**config.mk**
```make
export PLATFORM = sky130hd
export DESIGN_NAME = adc_scheduler
export DESIGN_NICKNAME = d
export VERILOG_FILES = /design/src/rtl/adc_scheduler.sv
export SDC_FILE = /design/constraint.sdc
export NUM_CORES = 1
export LEC_CHECK = 0
export CORE_MARGIN = 3
export CORE_UTILIZATION = 23
export DETAILED_ROUTE_END_ITERATION = 7
export PLACE_DENSITY = 0.45
export SETUP_SLACK_MARGIN = 0.3
export SLEW_MARGIN = 20
export SYNTH_ARGS = -nofsm -noshare
export SYNTH_HDL_FRONTEND = slang
export SYNTH_SLANG_ARGS = --single-unit
```
**constraint.sdc**
```tcl
create_clock -name clk -period 1.75 [get_ports clk]
set_input_delay 0.35 -clock clk [delete_from_list [all_inputs] [get_ports clk]]
set_output_delay 0.35 -clock clk [all_outputs]
set_load 0.005 [all_outputs]
```
**src/rtl/adc_scheduler.sv**
```systemverilog
// Round-robin scheduler for one shared 4-bit-bus ADC: sequences the mux select and
// the CS/WR/RD strobes, then assembles each 8-bit result from two nibble reads.
module adc_scheduler #(
  parameter int MUX_SETTLE   = 2,
  parameter int WR_WIDTH     = 4,
  parameter int RD_WIDTH     = 2,
  parameter int CONV_TIMEOUT = 1000
) (
  input  logic       clk,
  input  logic       rst,
  input  logic       enable,
  input  logic [2:0] req,
  input  logic       adc_int,
  input  logic [3:0] adc_data,
  input  logic       clear_err,
  output logic       adc_cs_n,
  output logic       adc_wr_n,
  output logic       adc_rd_n,
  output logic [1:0] adc_sel,
  output logic [2:0] grant,
  output logic [7:0] result,
  output logic [1:0] result_ch,
  output logic       result_valid,
  output logic       busy,
  output logic       timeout_err,
  output logic [3:0] dbg_state
);

  localparam int CW = $clog2(CONV_TIMEOUT + 1);

  typedef enum logic [3:0] {
    S_IDLE, S_SETTLE, S_WR, S_WAIT, S_RD_HI, S_GAP, S_RD_LO, S_DONE, S_ABORT
  } state_t;

  state_t        state_q, state_d;
  logic [CW-1:0] cnt_q, cnt_d;
  logic          sync1_q, sync2_q;
  logic [1:0]    last_q, last_d;
  logic [1:0]    sel_q, sel_d;
  logic [2:0]    grant_q, grant_d;
  logic [3:0]    hi_q, hi_d;
  logic [7:0]    result_q, result_d;
  logic [1:0]    result_ch_q, result_ch_d;
  logic          result_valid_q, result_valid_d;
  logic          timeout_err_q, timeout_err_d;
  logic          cs_n_q, cs_n_d, wr_n_q, wr_n_d, rd_n_q, rd_n_d, busy_q, busy_d;
  logic          int_s;
  logic [1:0]    cand, win_ch;
  logic          win_found;

  assign int_s = sync2_q;

  // Handshake: req is a level held by its owner until its own result_valid;
  // result_valid is a one-cycle pulse with no back-pressure from the consumer.
  always_comb begin
    cand      = last_q;
    win_found = 1'b0;
    win_ch    = 2'd0;
    for (int k = 0; k < 3; k++) begin
      cand = (cand == 2'd2) ? 2'd0 : cand + 2'd1;
      if (!win_found && req[cand]) begin
        win_found = 1'b1;
        win_ch    = cand;
      end
    end
  end

  always_comb begin
    state_d        = state_q;
    cnt_d          = cnt_q + CW'(1);
    last_d         = last_q;
    sel_d          = sel_q;
    grant_d        = grant_q;
    hi_d           = hi_q;
    result_d       = result_q;
    result_ch_d    = result_ch_q;
    result_valid_d = 1'b0;
    timeout_err_d  = clear_err ? 1'b0 : timeout_err_q;
    case (state_q)
      S_IDLE: begin
        cnt_d = '0;
        if (enable && win_found && int_s) begin
          state_d = S_SETTLE;
          sel_d   = win_ch;
          grant_d = 3'b001 << win_ch;
        end
      end
      S_SETTLE: if (cnt_q == CW'(MUX_SETTLE - 1)) begin
        state_d = S_WR;
        cnt_d   = '0;
      end
      S_WR: if (cnt_q == CW'(WR_WIDTH - 1)) begin
        state_d = S_WAIT;
        cnt_d   = '0;
      end
      S_WAIT: begin
        if (!int_s) begin
          state_d = S_RD_HI;
          cnt_d   = '0;
        end else if (cnt_q == CW'(CONV_TIMEOUT - 1)) begin
          // A set in the same cycle as clear_err must win, so it overrides the default.
          state_d       = S_ABORT;
          cnt_d         = '0;
          timeout_err_d = 1'b1;
          grant_d       = 3'b000;
          last_d        = sel_q;
        end
      end
      S_RD_HI: if (cnt_q == CW'(RD_WIDTH - 1)) begin
        state_d = S_GAP;
        cnt_d   = '0;
        hi_d    = adc_data;
      end
      S_GAP: begin
        state_d = S_RD_LO;
        cnt_d   = '0;
      end
      S_RD_LO: if (cnt_q == CW'(RD_WIDTH - 1)) begin
        state_d        = S_DONE;
        cnt_d          = '0;
        result_d       = {hi_q, adc_data};
        result_ch_d    = sel_q;
        result_valid_d = 1'b1;
        grant_d        = 3'b000;
        last_d         = sel_q;
      end
      S_DONE, S_ABORT: begin
        state_d = S_IDLE;
        cnt_d   = '0;
      end
      default: begin
        state_d = S_IDLE;
        cnt_d   = '0;
      end
    endcase
    // Strobes are decoded from the next state so they leave a flop glitch-free.
    cs_n_d = (state_d == S_IDLE) || (state_d == S_DONE) || (state_d == S_ABORT);
    wr_n_d = (state_d != S_WR);
    rd_n_d = !((state_d == S_RD_HI) || (state_d == S_RD_LO));
    busy_d = (state_d != S_IDLE);
  end

  always_ff @(posedge clk or posedge rst) begin
    if (rst) begin
      state_q        <= S_IDLE;
      cnt_q          <= '0;
      sync1_q        <= 1'b1;
      sync2_q        <= 1'b1;
      last_q         <= 2'd2;
      sel_q          <= 2'd0;
      grant_q        <= 3'b000;
      hi_q           <= 4'h0;
      result_q       <= 8'h00;
      result_ch_q    <= 2'd0;
      result_valid_q <= 1'b0;
      timeout_err_q  <= 1'b0;
      cs_n_q         <= 1'b1;
      wr_n_q         <= 1'b1;
      rd_n_q         <= 1'b1;
      busy_q         <= 1'b0;
    end else begin
      state_q        <= state_d;
      cnt_q          <= cnt_d;
      sync1_q        <= adc_int;
      sync2_q        <= sync1_q;
      last_q         <= last_d;
      sel_q          <= sel_d;
      grant_q        <= grant_d;
      hi_q           <= hi_d;
      result_q       <= result_d;
      result_ch_q    <= result_ch_d;
      result_valid_q <= result_valid_d;
      timeout_err_q  <= timeout_err_d;
      cs_n_q         <= cs_n_d;
      wr_n_q         <= wr_n_d;
      rd_n_q         <= rd_n_d;
      busy_q         <= busy_d;
    end
  end

  assign adc_cs_n     = cs_n_q;
  assign adc_wr_n     = wr_n_q;
  assign adc_rd_n     = rd_n_q;
  assign adc_sel      = sel_q;
  assign grant        = grant_q;
  assign result       = result_q;
  assign result_ch    = result_ch_q;
  assign result_valid = result_valid_q;
  assign busy         = busy_q;
  assign timeout_err  = timeout_err_q;
  assign dbg_state    = state_q;

endmodule

```
* Word level (Yosys, flattened, before mapping)
Index checks and enable logic that the tools add are counted.
Storage, ports and cells: memories 0, latch bits 0, bits in read-only memories 0, bits in registers 43, RAM bits 0, output and inout port bits 25
Operators by class: multiply operators 0, bitwise operators 0, multiplexer cells 43, eq/ne operators 21, order comparisons 3, div/mod/pow operators 0, shifts and indexed selects 1, reduce and logical (&&, ||, !) cells 21, add/subtract/negate cells 4
Operators by type and width (count):
- 2-to-1 mux 10 bit | 4
- case mux 10 bit (3 select lines) | 1
- 2-to-1 mux 4 bit | 7
- case mux 4 bit (7 select lines) | 1
- equality test 4 x 3 -> 1 bit, second input constant | 6
- 2-to-1 mux 2 bit | 9
- 2-to-1 mux 1 bit | 12
- 2-to-1 mux 3 bit | 4
- adder 10 x 1 -> 10 bit, second input constant | 1
- equality test 10 x 1 -> 1 bit, second input constant | 1
- equality test 10 bit, second input constant | 1
- equality test 10 x 2 -> 1 bit, second input constant | 1
- less-than comparator 2 x 3 -> 1 bit, second input constant | 3
- case mux 3 bit (3 select lines) | 1
- equality test 4 x 2 -> 1 bit, second input constant | 2
- logical NOT 4 bit | 2
- != test 2 bit, second input constant | 4
- adder 2 x 1 -> 2 bit, second input constant | 3
- binary-select mux 1 bit (select 2 bit) | 3
- equality test 2 bit, second input constant | 3
- AND reduction 2 bit | 3
- AND reduction 5 bit | 1
- equality test 4 x 1 -> 1 bit, second input constant | 1
- equality test 4 bit, second input constant | 1
- 11 further kinds | 18

* Logic depth before layout (Yosys ltp)
Gate-level depths: netlist of the first run.
word-level depth 18, gate-level depth with buffers 8

* Least setup slack after synthesis of the first run
Ideal clock, no wire load.
path type register to register, start register state_q[0], in the netlist dbg_state[0], end register grant_q[1], in the netlist grant[1], cell stages (with the launch flop) 7, arrival 1769 ps, setup time 122 ps, data required time 1628 ps, slack -141 ps, path through dfrtp_1 > buf_6 > or4_4 > nor3_4 > nor3_1 > a211o_1 > a32o_1
Between the ends: cells in the longest elaborated chain, start to end 3, elaborated cells on any way between the ends 10, those cells by class 6 x eq/ne; 1 x mux; 3 x reduce/logical
RTL lines:
- start, declared | RTL line 35 | state_t state_q, state_d;
- start signal, assigned | RTL line 162 | state_q <= state_d;
- equality test 4 x 2 -> 1 bit (tied with other cells) | RTL line 79 | case (state_q)
- != test 2 bit (no line) / nonzero test 3 bit (equally long branches)
- AND reduction 5 bit (no line)
- end signal, assigned | RTL line 168 | grant_q <= grant_d;
- end, declared | RTL line 40 | logic [2:0] grant_q, grant_d;
Several ways; a longest one is shown, not always the timed one. A chain may end at the register's enable or synchronous reset.

* Worst setup path after layout of the first run
start register cnt_q[9], end register busy_q, in the netlist busy
Between the ends: cells in the longest elaborated chain, start to end 5, elaborated cells on any way between the ends 11, those cells by class 3 x eq/ne; 7 x mux; 1 x reduce/logical
RTL lines:
- start, declared | RTL line 36 | logic [CW-1:0] cnt_q, cnt_d;
- start signal, assigned | RTL line 163 | cnt_q <= cnt_d;
- equality test 10 bit | RTL line 100 | end else if (cnt_q == CW'(CONV_TIMEOUT - 1)) begin
- 2-to-1 mux 4 bit | RTL line 100
- 2-to-1 mux 4 bit | RTL line 97 | if (!int_s) begin
- case mux 4 bit (7 select lines) (*) | RTL line 79
- nonzero test 4 bit (*) | RTL line 140 | busy_d = (state_d != S_IDLE);
- net busy_d | RTL line 46 | logic cs_n_q, cs_n_d, wr_n_q, wr_n_d, rd_n_q, rd_n_d, busy_q, busy_d;
- end signal, assigned | RTL line 177 | busy_q <= busy_d;
- end, declared | RTL line 46
Mark *: on every way through the listed nets, which the timed path passes. The rest lies on a longest branch.

==> report_table.html, run 1 <==
<table>
<tr><th>Metric</th><th>Value</th></tr>
<tr><th colspan="2">Hold path</th></tr>
<tr><td>Worst Hold Launch</td><td>sync1_q$_DFF_PP1_</td></tr>
<tr><td>Class of the tightest hold or removal check</td><td>register to register</td></tr>
<tr><td>Depth of the worst hold-timing path</td><td>0</td></tr>
<tr><td>End point of the worst hold path</td><td>int_s$_DFF_PP1_</td></tr>
<tr><th colspan="2">Global routing</th></tr>
<tr><td>Gr busiest metal</td><td>met2</td></tr>
<tr><td>Wire length of the first global-routing pass</td><td>about 8700 um</td></tr>
<tr><td>GR met1 Demand/Resource</td><td>0.136</td></tr>
<tr><td>Number of antenna violations at the first check in global routing</td><td>0</td></tr>
<tr><td>Global routing usage summed across all routing layers</td><td>0.109</td></tr>
<tr><td>Met3 usage in global routing</td><td>0.0245</td></tr>
<tr><td>Met2 capacity usage during global routing</td><td>0.187</td></tr>
<tr><td>Overall overflow remaining after global route</td><td>0</td></tr>
<tr><td>Number of global-route vias before repair</td><td>~1800</td></tr>
<tr><td>Largest net degree at the start of global routing</td><td>44</td></tr>
<tr><th colspan="2">Synth</th></tr>
<tr><td>Number of enable flip-flop cells after synthesis</td><td>0</td></tr>
<tr><td>Syn Std Cell Area</td><td>around 2000 um^2</td></tr>
<tr><td>Warnings, synthesis</td><td>0</td></tr>
<tr><td>Most used DFF post-synth</td><td>sky130_fd_sc_hd__dfrtp_1</td></tr>
<tr><td>Cell variety after synth</td><td>between 40 and 50</td></tr>
<tr><td>Seq/Total Area, Yosys</td><td>0.537</td></tr>
<tr><td>Net count after synthesis</td><td>184</td></tr>
<tr><td>Async set-or-reset flop fraction in the synthesized netlist</td><td>1.00</td></tr>
<tr><td>Number of standard cells after synthesis</td><td>between 150 and 200</td></tr>
<tr><td>Total of flip-flops plus latches after synthesis</td><td>43</td></tr>
<tr><td>Mean post-synth cell area</td><td>about 12 um^2</td></tr>
<tr><th colspan="2">Power</th></tr>
<tr><td>Power Total</td><td>between 4 and 5 mW</td></tr>
<tr><td>Total power density per cell area</td><td>roughly 1400 nW/um^2</td></tr>
<tr><td>Leakage power of the design</td><td>roughly 1.6 nW</td></tr>
<tr><td>Worst ir drop on vdd</td><td>between 400 and 500 uV</td></tr>
<tr><th colspan="2">Finish</th></tr>
<tr><td>Share of final-layout standard cells stronger than drive strength 1</td><td>0.544</td></tr>
<tr><td>Diodes inserted</td><td>0</td></tr>
<tr><td>Summed area of non-filler cells in the final layout</td><td>3390 um^2</td></tr>
<tr><td>Net count, final</td><td>about 300</td></tr>
<tr><td>Most frequent standard cell in the layout excluding fill and tap cells</td><td>sky130_fd_sc_hd__buf_4</td></tr>
<tr><td>Area growth from synthesis to layout</td><td>68.0%</td></tr>
<tr><td>Commonest non-fill, non-tap cells in the layout</td><td>sky130_fd_sc_hd__buf_4, sky130_fd_sc_hd__dfrtp_1, sky130_fd_sc_hd__dlygate4sd2_1</td></tr>
<tr><td>Core Util, Final</td><td>0.405</td></tr>
<tr><th colspan="2">Routing</th></tr>
<tr><td>Initial DRT Pass Iterations</td><td>4</td></tr>
<tr><td>DR vias</td><td>roughly 1700</td></tr>
<tr><td>1st-iter DRT viols</td><td>35</td></tr>
<tr><td>Post-route antenna net violation count</td><td>0</td></tr>
<tr><td>Detailed-route wire length</td><td>roughly 5300 um</td></tr>
<tr><td>Routed wire length per instance</td><td>13.7 um</td></tr>
<tr><td>Via-per-instance ratio</td><td>4.38</td></tr>
<tr><td># DRC</td><td>0</td></tr>
<tr><th colspan="2">Placement</th></tr>
<tr><td>Hpwl dp</td><td>3560 um</td></tr>
<tr><td># port buffers</td><td>36</td></tr>
<tr><td>Placed standard-cell area</td><td>between 2000 and 3000 um^2</td></tr>
<tr><td>Gpl congestion</td><td>0.736</td></tr>
<tr><th colspan="2">Die</th></tr>
<tr><td>Std cell rows</td><td>33</td></tr>
<tr><td>I/O pin total</td><td>37</td></tr>
<tr><td>Die footprint</td><td>~10000 um^2</td></tr>
<tr><td>Initial core utilization</td><td>0.241</td></tr>
<tr><td>Horizontal die dimension</td><td>around 100 um</td></tr>
<tr><td>Die H</td><td>approximately 100 um</td></tr>
<tr><td>Area of the core</td><td>~8400 um^2</td></tr>
<tr><th colspan="2">Setup path</th></tr>
<tr><td>Worst reg2reg path depth</td><td>6</td></tr>
<tr><td>Maximum fanout along the worst path</td><td>4</td></tr>
<tr><td>FF-to-FF Start</td><td>cnt_q[9]$_DFF_PP0_</td></tr>
<tr><td>Startpoint Class</td><td>register</td></tr>
<tr><td>Reg2reg setup slack</td><td>-0.11 ns</td></tr>
<tr><td>Crit path DAT</td><td>~2.0 ns</td></tr>
<tr><td>CP Capture Type</td><td>register</td></tr>
<tr><td>Endpoint of the most critical register-to-register path</td><td>busy$_DFF_PP0_</td></tr>
<tr><td>Required time worst endpoint</td><td>roughly 1.9 ns</td></tr>
<tr><td>Setup CP Type</td><td>register to register</td></tr>
<tr><th colspan="2">CTS</th></tr>
<tr><td>Cell at the root of the clock tree</td><td>sky130_fd_sc_hd__clkbuf_8</td></tr>
<tr><td>Hold_buf cts</td><td>0</td></tr>
<tr><td>Number of CTS-inserted buffers</td><td>5</td></tr>
<tr><td>CTS Sinks</td><td>between 40 and 50</td></tr>
<tr><td>Number of buffers on the longest clock path</td><td>2</td></tr>
<tr><td>Insertion delay to the later sink of the worst-skew pair</td><td>roughly 0.30 ns</td></tr>
<tr><td>Clock slew at the register clock pins of the worst setup and hold paths</td><td>about 0.09 ns</td></tr>
<tr><td>Clock tree from TritonCTS</td><td>done</td></tr>
<tr><td>Clock H-tree levels</td><td>2</td></tr>
<tr><th colspan="2">Outcome</th></tr>
<tr><td>Status</td><td>complete, but fails checks</td></tr>
<tr><td>Violated checks</td><td>negative setup slack</td></tr>
<tr><th colspan="2">Timing</th></tr>
<tr><td>Rel. slew slack</td><td>0.753</td></tr>
<tr><td>Final clock skew</td><td>0.00793 ns</td></tr>
<tr><td>Fmax</td><td>539 MHz</td></tr>
<tr><td>Tmin final</td><td>roughly 1.9 ns</td></tr>
<tr><td>Total of endpoints with negative setup slack in the final report</td><td>29</td></tr>
<tr><td>Worst-Margin Slew</td><td>0.367 ns</td></tr>
<tr><td>Number of max-slew violations in the final report</td><td>0</td></tr>
<tr><td>Hold Violations, Final</td><td>0</td></tr>
<tr><td>Setup repair after global routing missed its margin</td><td>yes</td></tr>
<tr><td>Fin worst setup slack</td><td>-0.107 ns</td></tr>
<tr><td>Crit share post-route</td><td>1.06</td></tr>
<tr><th colspan="2">Run</th></tr>
<tr><td>Number of max-cap violations</td><td>0</td></tr>
</table>
## per-layer routing
metal	routed length, um	vias to the layer above
met5	0	-
met4	34	0
met3	192	5
met2	2680	34
met1	2370	823
li1	-	828
## flip-flops by register name, indices dropped and copies added, names as in the netlist, 2 cells and up
name and flops:
hi_q 4, cnt_q 10, grant 3, result_ch 2, last_q 2, adc_sel 2
result 8, dbg_state 4
## report_power, final
part	switching [mW]	total, mW	internal, mW	leakage, nW
Clock	0.363	0.933	0.571	0.0654
Combinational	0.996	2.39	1.40	0.952
Sequential	0.157	1.49	1.33	0.537
Total	1.52	4.82	3.30	1.55
## Yosys cell counts, types with 3 or more instances
| library cell | number | area [um^2] |
|---|---|---|
| sky130_fd_sc_hd__dfrtp_1 | 37 | 926 |
| sky130_fd_sc_hd__nor2_1 | 20 | 75.1 |
| sky130_fd_sc_hd__mux2_2 | 15 | 169 |
| sky130_fd_sc_hd__nand2_1 | 9 | 33.8 |
| sky130_fd_sc_hd__nand3_1 | 8 | 40.0 |
| sky130_fd_sc_hd__dfstp_2 | 6 | 158 |
| sky130_fd_sc_hd__inv_1 | 6 | 22.5 |
| sky130_fd_sc_hd__xnor2_1 | 6 | 52.6 |
| sky130_fd_sc_hd__a32o_1 | 4 | 40.0 |
| sky130_fd_sc_hd__a21oi_1 | 3 | 15.0 |
| sky130_fd_sc_hd__nand2b_1 | 3 | 18.8 |
| sky130_fd_sc_hd__nor3_1 | 3 | 15.0 |
| sky130_fd_sc_hd__xor2_1 | 3 | 26.3 |
## repair_timing
| action | CTS | global route |
|---|---|---|
| setup endpoints to repair | 64 | 44 |
| resized for setup | 61 | 29 |
| cloned | 0 | 1 |
| pin swaps | 7 | 18 |
| buffers inserted | 15 | 11 |
## cell families after synthesis
kind of cell / Yosys count / share of synthesized area
AO/OA/AOI/OAI: 23 / 0.100
XOR/XNOR: 9 / 0.0391
adder cells (fa/ha/maj): 2 / 0.0124
buffers and inverters: 10 / 0.0248
flip-flops: 43 / 0.537
multiplexers: 16 / 0.0887
AND/OR/NAND/NOR: 67 / 0.198
## through the flow
step                setup WS (ns)  instances  hold WS, ns  TNS (ns)
floorplan                  -0.140        170        0.345    -0.431
global placement           -0.243        351        0.347     -2.13
detailed placement         -0.257        351        0.347     -1.97
CTS                       -0.0884        374        0.361     -1.23
global route               -0.170        386        0.365     -3.10
finish                     -0.107        386        0.360     -1.28
## worst max-delay path by stage
stage / depth (start not counted) / slack (ns) / to / start
2_1_floorplan: 6 / -0.14 / grant[1]$_DFFE_PP0P_ / dbg_state[0]$_DFF_PP0_
3_3_place_gp: 6 / -0.24 / adc_cs_n$_DFF_PP1_ / req[1]
3_5_place_dp: 6 / -0.26 / adc_cs_n$_DFF_PP1_ / req[1]
4_1_cts: 5 / -0.09 / grant[2]$_DFFE_PP0P_ / dbg_state[1]$_DFF_PP0_
5_1_grt: 5 / -0.17 / grant[2]$_DFFE_PP0P_ / dbg_state[1]$_DFF_PP0_
6_report: 6 / -0.11 / busy$_DFF_PP0_ / cnt_q[9]$_DFF_PP0_
## critical path, cell delays in order, from the launching register on
cell                        delay [ns]
sky130_fd_sc_hd__dfrtp_1          0.42
sky130_fd_sc_hd__nor4_4           0.42
sky130_fd_sc_hd__buf_4            0.20
sky130_fd_sc_hd__a311oi_4         0.09
sky130_fd_sc_hd__a2111oi_4        0.34
sky130_fd_sc_hd__buf_4            0.20
sky130_fd_sc_hd__nand3_2          0.06
## layout make-up
type | instances | area [um^2]
fill | 814 | 4990
sequential | 43 | 1090
multi-input combinational | 117 | 1070
timing repair buffer | 107 | 946
tap | 105 | 131
clock buffer | 6 | 72.6
clock inverter | 2 | 60.1
inverter | 6 | 22.5
(Power assumes the default switching activity.)
==> inputs of run 2 (changes only) <==
--- a/config.mk
+++ b/config.mk
@@ -8,7 +8,8 @@
 export CORE_MARGIN = 3
 export CORE_UTILIZATION = 23
 export DETAILED_ROUTE_END_ITERATION = 7
-export PLACE_DENSITY = 0.45
+export DONT_BUFFER_PORTS = 1
+export PLACE_DENSITY = 0.38
 export SETUP_SLACK_MARGIN = 0.3
 export SLEW_MARGIN = 20
 export SYNTH_ARGS = -nofsm -noshare
==> constraint.sdc (replaced) <==
create_clock -name clk -period 2.2 [get_ports clk]
set_input_delay 0.44 -clock clk [delete_from_list [all_inputs] [get_ports clk]]
set_output_delay 0.44 -clock clk [all_outputs]
set_load 0.005 [all_outputs]
==> report_table.html, run 2 (synthesis results as in run 1) <==
<table>
<tr><th>Metric</th><th>Value</th></tr>
<tr><th colspan="2">Timing</th></tr>
<tr><td>Total of endpoints with negative setup slack in the final report</td><td>0</td></tr>
<tr><td>Rel. slew slack</td><td>0.496</td></tr>
<tr><td>Final clock skew</td><td>about 0.007 ns</td></tr>
<tr><td>Crit share post-route</td><td>0.846</td></tr>
<tr><td>Tmin final</td><td>between 1.5 and 2 ns</td></tr>
<tr><td>Final TNS setup</td><td>0 ns</td></tr>
<tr><td>Hold Violations, Final</td><td>0</td></tr>
<tr><td>Fin worst setup slack</td><td>roughly 0.34 ns</td></tr>
<tr><td>Number of max-slew violations in the final report</td><td>0</td></tr>
<tr><td>Fmax</td><td>537 MHz</td></tr>
<tr><td>Worst hold margin</td><td>0.0712 ns</td></tr>
<tr><td>Worst-Margin Slew</td><td>~0.75 ns</td></tr>
<tr><td>Setup repair after global routing missed its margin</td><td>yes</td></tr>
<tr><th colspan="2">Global routing</th></tr>
<tr><td>Overall overflow remaining after global route</td><td>0</td></tr>
<tr><td>Number of global-route vias before repair</td><td>about 1500</td></tr>
<tr><td>Largest net degree at the start of global routing</td><td>25</td></tr>
<tr><td>Number of antenna violations at the first check in global routing</td><td>0</td></tr>
<tr><td>Global routing usage summed across all routing layers</td><td>0.0976</td></tr>
<tr><td>Wire length of the first global-routing pass</td><td>7620 um</td></tr>
<tr><th colspan="2">Power</th></tr>
<tr><td>Total power density per cell area</td><td>1160 nW/um^2</td></tr>
<tr><td>Leakage power of the design</td><td>between 1 and 1.5 nW</td></tr>
<tr><td>Power Total</td><td>between 2 and 3 mW</td></tr>
<tr><td>Worst ir drop on vdd</td><td>329 uV</td></tr>
<tr><th colspan="2">Finish</th></tr>
<tr><td>Area of combinational cells with multiple inputs</td><td>930 um^2</td></tr>
<tr><td>Net count, final</td><td>between 200 and 250</td></tr>
<tr><td>Max FFs per register</td><td>10</td></tr>
<tr><td>Largest register by flop count</td><td>cnt_q</td></tr>
<tr><td>FF+latch area</td><td>between 1000 and 1500 um^2</td></tr>
<tr><td>Diodes inserted</td><td>0</td></tr>
<tr><td>Commonest non-fill, non-tap cells in the layout</td><td>sky130_fd_sc_hd__dfrtp_1, sky130_fd_sc_hd__nor2_1, sky130_fd_sc_hd__mux2_2</td></tr>
<tr><td>Summed area of non-filler cells in the final layout</td><td>2370 um^2</td></tr>
<tr><td>Share of final-layout standard cells stronger than drive strength 1</td><td>0.346</td></tr>
<tr><td>Most frequent standard cell in the layout excluding fill and tap cells</td><td>sky130_fd_sc_hd__dfrtp_1</td></tr>
<tr><td>Number of filler cells placed in the layout</td><td>approximately 860</td></tr>
<tr><td>Area growth from synthesis to layout</td><td>17.3%</td></tr>
<tr><th colspan="2">Routing</th></tr>
<tr><td>Initial DRT Pass Iterations</td><td>4</td></tr>
<tr><td># DRC</td><td>0</td></tr>
<tr><td>Routed wire length per instance</td><td>roughly 16 um</td></tr>
<tr><td>DR vias</td><td>approximately 1400</td></tr>
<tr><td>Detailed-route wire length</td><td>roughly 4700 um</td></tr>
<tr><td>Post-route antenna net violation count</td><td>0</td></tr>
<tr><td>Via-per-instance ratio</td><td>roughly 4.7</td></tr>
<tr><td>1st-iter DRT viols</td><td>100</td></tr>
<tr><th colspan="2">Setup path</th></tr>
<tr><td>Setup CP Type</td><td>register to register</td></tr>
<tr><td>Startpoint Class</td><td>register</td></tr>
<tr><td>Maximum fanout along the worst path</td><td>5</td></tr>
<tr><td>Required time worst endpoint</td><td>roughly 2.4 ns</td></tr>
<tr><td>CP Capture Type</td><td>register</td></tr>
<tr><td>Crit path DAT</td><td>about 2.1 ns</td></tr>
<tr><th colspan="2">CTS</th></tr>
<tr><td>CTS Sinks</td><td>43</td></tr>
<tr><td>Clock tree from TritonCTS</td><td>done</td></tr>
<tr><td>Number of CTS-inserted buffers</td><td>5</td></tr>
<tr><td>Number of buffers on the longest clock path</td><td>2</td></tr>
<tr><td>Insertion delay to the later sink of the worst-skew pair</td><td>0.29 ns</td></tr>
<tr><td>Hold_buf cts</td><td>0</td></tr>
<tr><td>Clock H-tree levels</td><td>2</td></tr>
<tr><td>Clock slew at the register clock pins of the worst setup and hold paths</td><td>0.08 ns</td></tr>
<tr><td>Cell at the root of the clock tree</td><td>sky130_fd_sc_hd__clkbuf_8</td></tr>
<tr><th colspan="2">Die</th></tr>
<tr><td>Std cell rows</td><td>33</td></tr>
<tr><td>Horizontal die dimension</td><td>99.7 um</td></tr>
<tr><td>Initial core utilization</td><td>0.241</td></tr>
<tr><td>Area of the core</td><td>approximately 8400 um^2</td></tr>
<tr><td>Die footprint</td><td>~9900 um^2</td></tr>
<tr><td>I/O pin total</td><td>37</td></tr>
<tr><td>Die H</td><td>about 100 um</td></tr>
<tr><th colspan="2">Outcome</th></tr>
<tr><td>Status</td><td>finished, final reports clean</td></tr>
<tr><th colspan="2">Placement</th></tr>
<tr><td># port buffers</td><td>0</td></tr>
<tr><td>Hpwl dp</td><td>roughly 3500 um</td></tr>
<tr><td>Gpl congestion</td><td>0.765</td></tr>
<tr><td>Placed standard-cell area</td><td>around 2200 um^2</td></tr>
<tr><td>Pre-CTS setup slack</td><td>approximately 0.078 ns</td></tr>
<tr><th colspan="2">Hold path</th></tr>
<tr><td>Class of the tightest hold or removal check</td><td>input port to asynchronous set/reset pin</td></tr>
<tr><th colspan="2">Run</th></tr>
<tr><td>Number of max-cap violations</td><td>0</td></tr>
</table>
## run 2: cell count changes in the layout (fill, tap and decap cells not counted), moves of 2 or more
| cell | previous run | this run |
|---|---|---|
| sky130_fd_sc_hd__nand3_1 | 3 | 7 |
| sky130_fd_sc_hd__buf_6 | 13 | 0 |
| sky130_fd_sc_hd__nor2_4 | 5 | 1 |
| sky130_fd_sc_hd__inv_2 | 2 | 0 |
| sky130_fd_sc_hd__bufinv_16 | 2 | 0 |
| sky130_fd_sc_hd__clkdlybuf4s50_1 | 12 | 0 |
| sky130_fd_sc_hd__nor2_2 | 7 | 0 |
| sky130_fd_sc_hd__nor2_1 | 8 | 19 |
| sky130_fd_sc_hd__nor3_2 | 2 | 0 |
| sky130_fd_sc_hd__buf_4 | 56 | 12 |
| sky130_fd_sc_hd__nand3_2 | 4 | 1 |
| sky130_fd_sc_hd__dlygate4sd2_1 | 21 | 0 |
| sky130_fd_sc_hd__nor3_1 | 1 | 3 |
## run 2: where the power goes
part,switching [mW],internal (mW)
Sequential,0.203,1.07
Combinational,0.499,0.490
Clock,0.256,0.223
## run 2: timing repair
action,in CTS,in global routing
resized for setup,7,5
pin swaps,3,1
endpoints found under the setup margin,21,17
setup buffers,3,4
## run 2: area by class of cell
class	count	share of cell area
sequential	43	0.459
multi-input combinational	117	0.393
tap	105	0.0555
timing repair buffer	14	0.0486
clock buffer	7	0.0322
inverter	6	0.00951
clock inverter	1	0.00211
## run 2: critical path: stages, from the launching register on
cell and delay [ns]:
sky130_fd_sc_hd__dfrtp_1 0.44, sky130_fd_sc_hd__nor4_4 0.43, sky130_fd_sc_hd__a311oi_2 0.18, sky130_fd_sc_hd__a2111oi_4 0.38
sky130_fd_sc_hd__nand2_2 0.12, sky130_fd_sc_hd__o31ai_2 0.24
## run 2: routing by layer
| metal | global-route usage | vias up | share of wire |
|---|---|---|---|
| li1 | - | 643 | - |
| met3 | 0.0477 | 6 | 0.094 |
| met5 | 0 | - | 0 |
| met4 | 0.0347 | 0 | 0.013 |
| met1 | 0.114 | 667 | 0.42 |
| met2 | 0.155 | 47 | 0.47 |
## run 2: worst paths after layout
check | slack (ns) | depth (start not counted) | to | from
min reg2reg | 0.37 | 0 | int_s$_DFF_PP1_ | sync1_q$_DFF_PP1_
max in group asynchronous | 1.54 | 2 | sync1_q$_DFF_PP1_ | rst
max reg2reg | 0.34 | 5 | adc_cs_n$_DFF_PP1_ | cnt_q[8]$_DFF_PP0_
min in group clk | 0.14 | 0 | sync1_q$_DFF_PP1_ | adc_int
max | 0.34 | 5 | adc_cs_n$_DFF_PP1_ | cnt_q[8]$_DFF_PP0_
min | 0.07 | 1 | result[5]$_DFFE_PP0P_ | rst
## run 2: metrics by stage
stage               utilization  cells
floorplan                     -    170
global placement          0.261    278
detailed placement        0.261    278
CTS                       0.276    289
global route              0.282    293
finish                    0.282    293
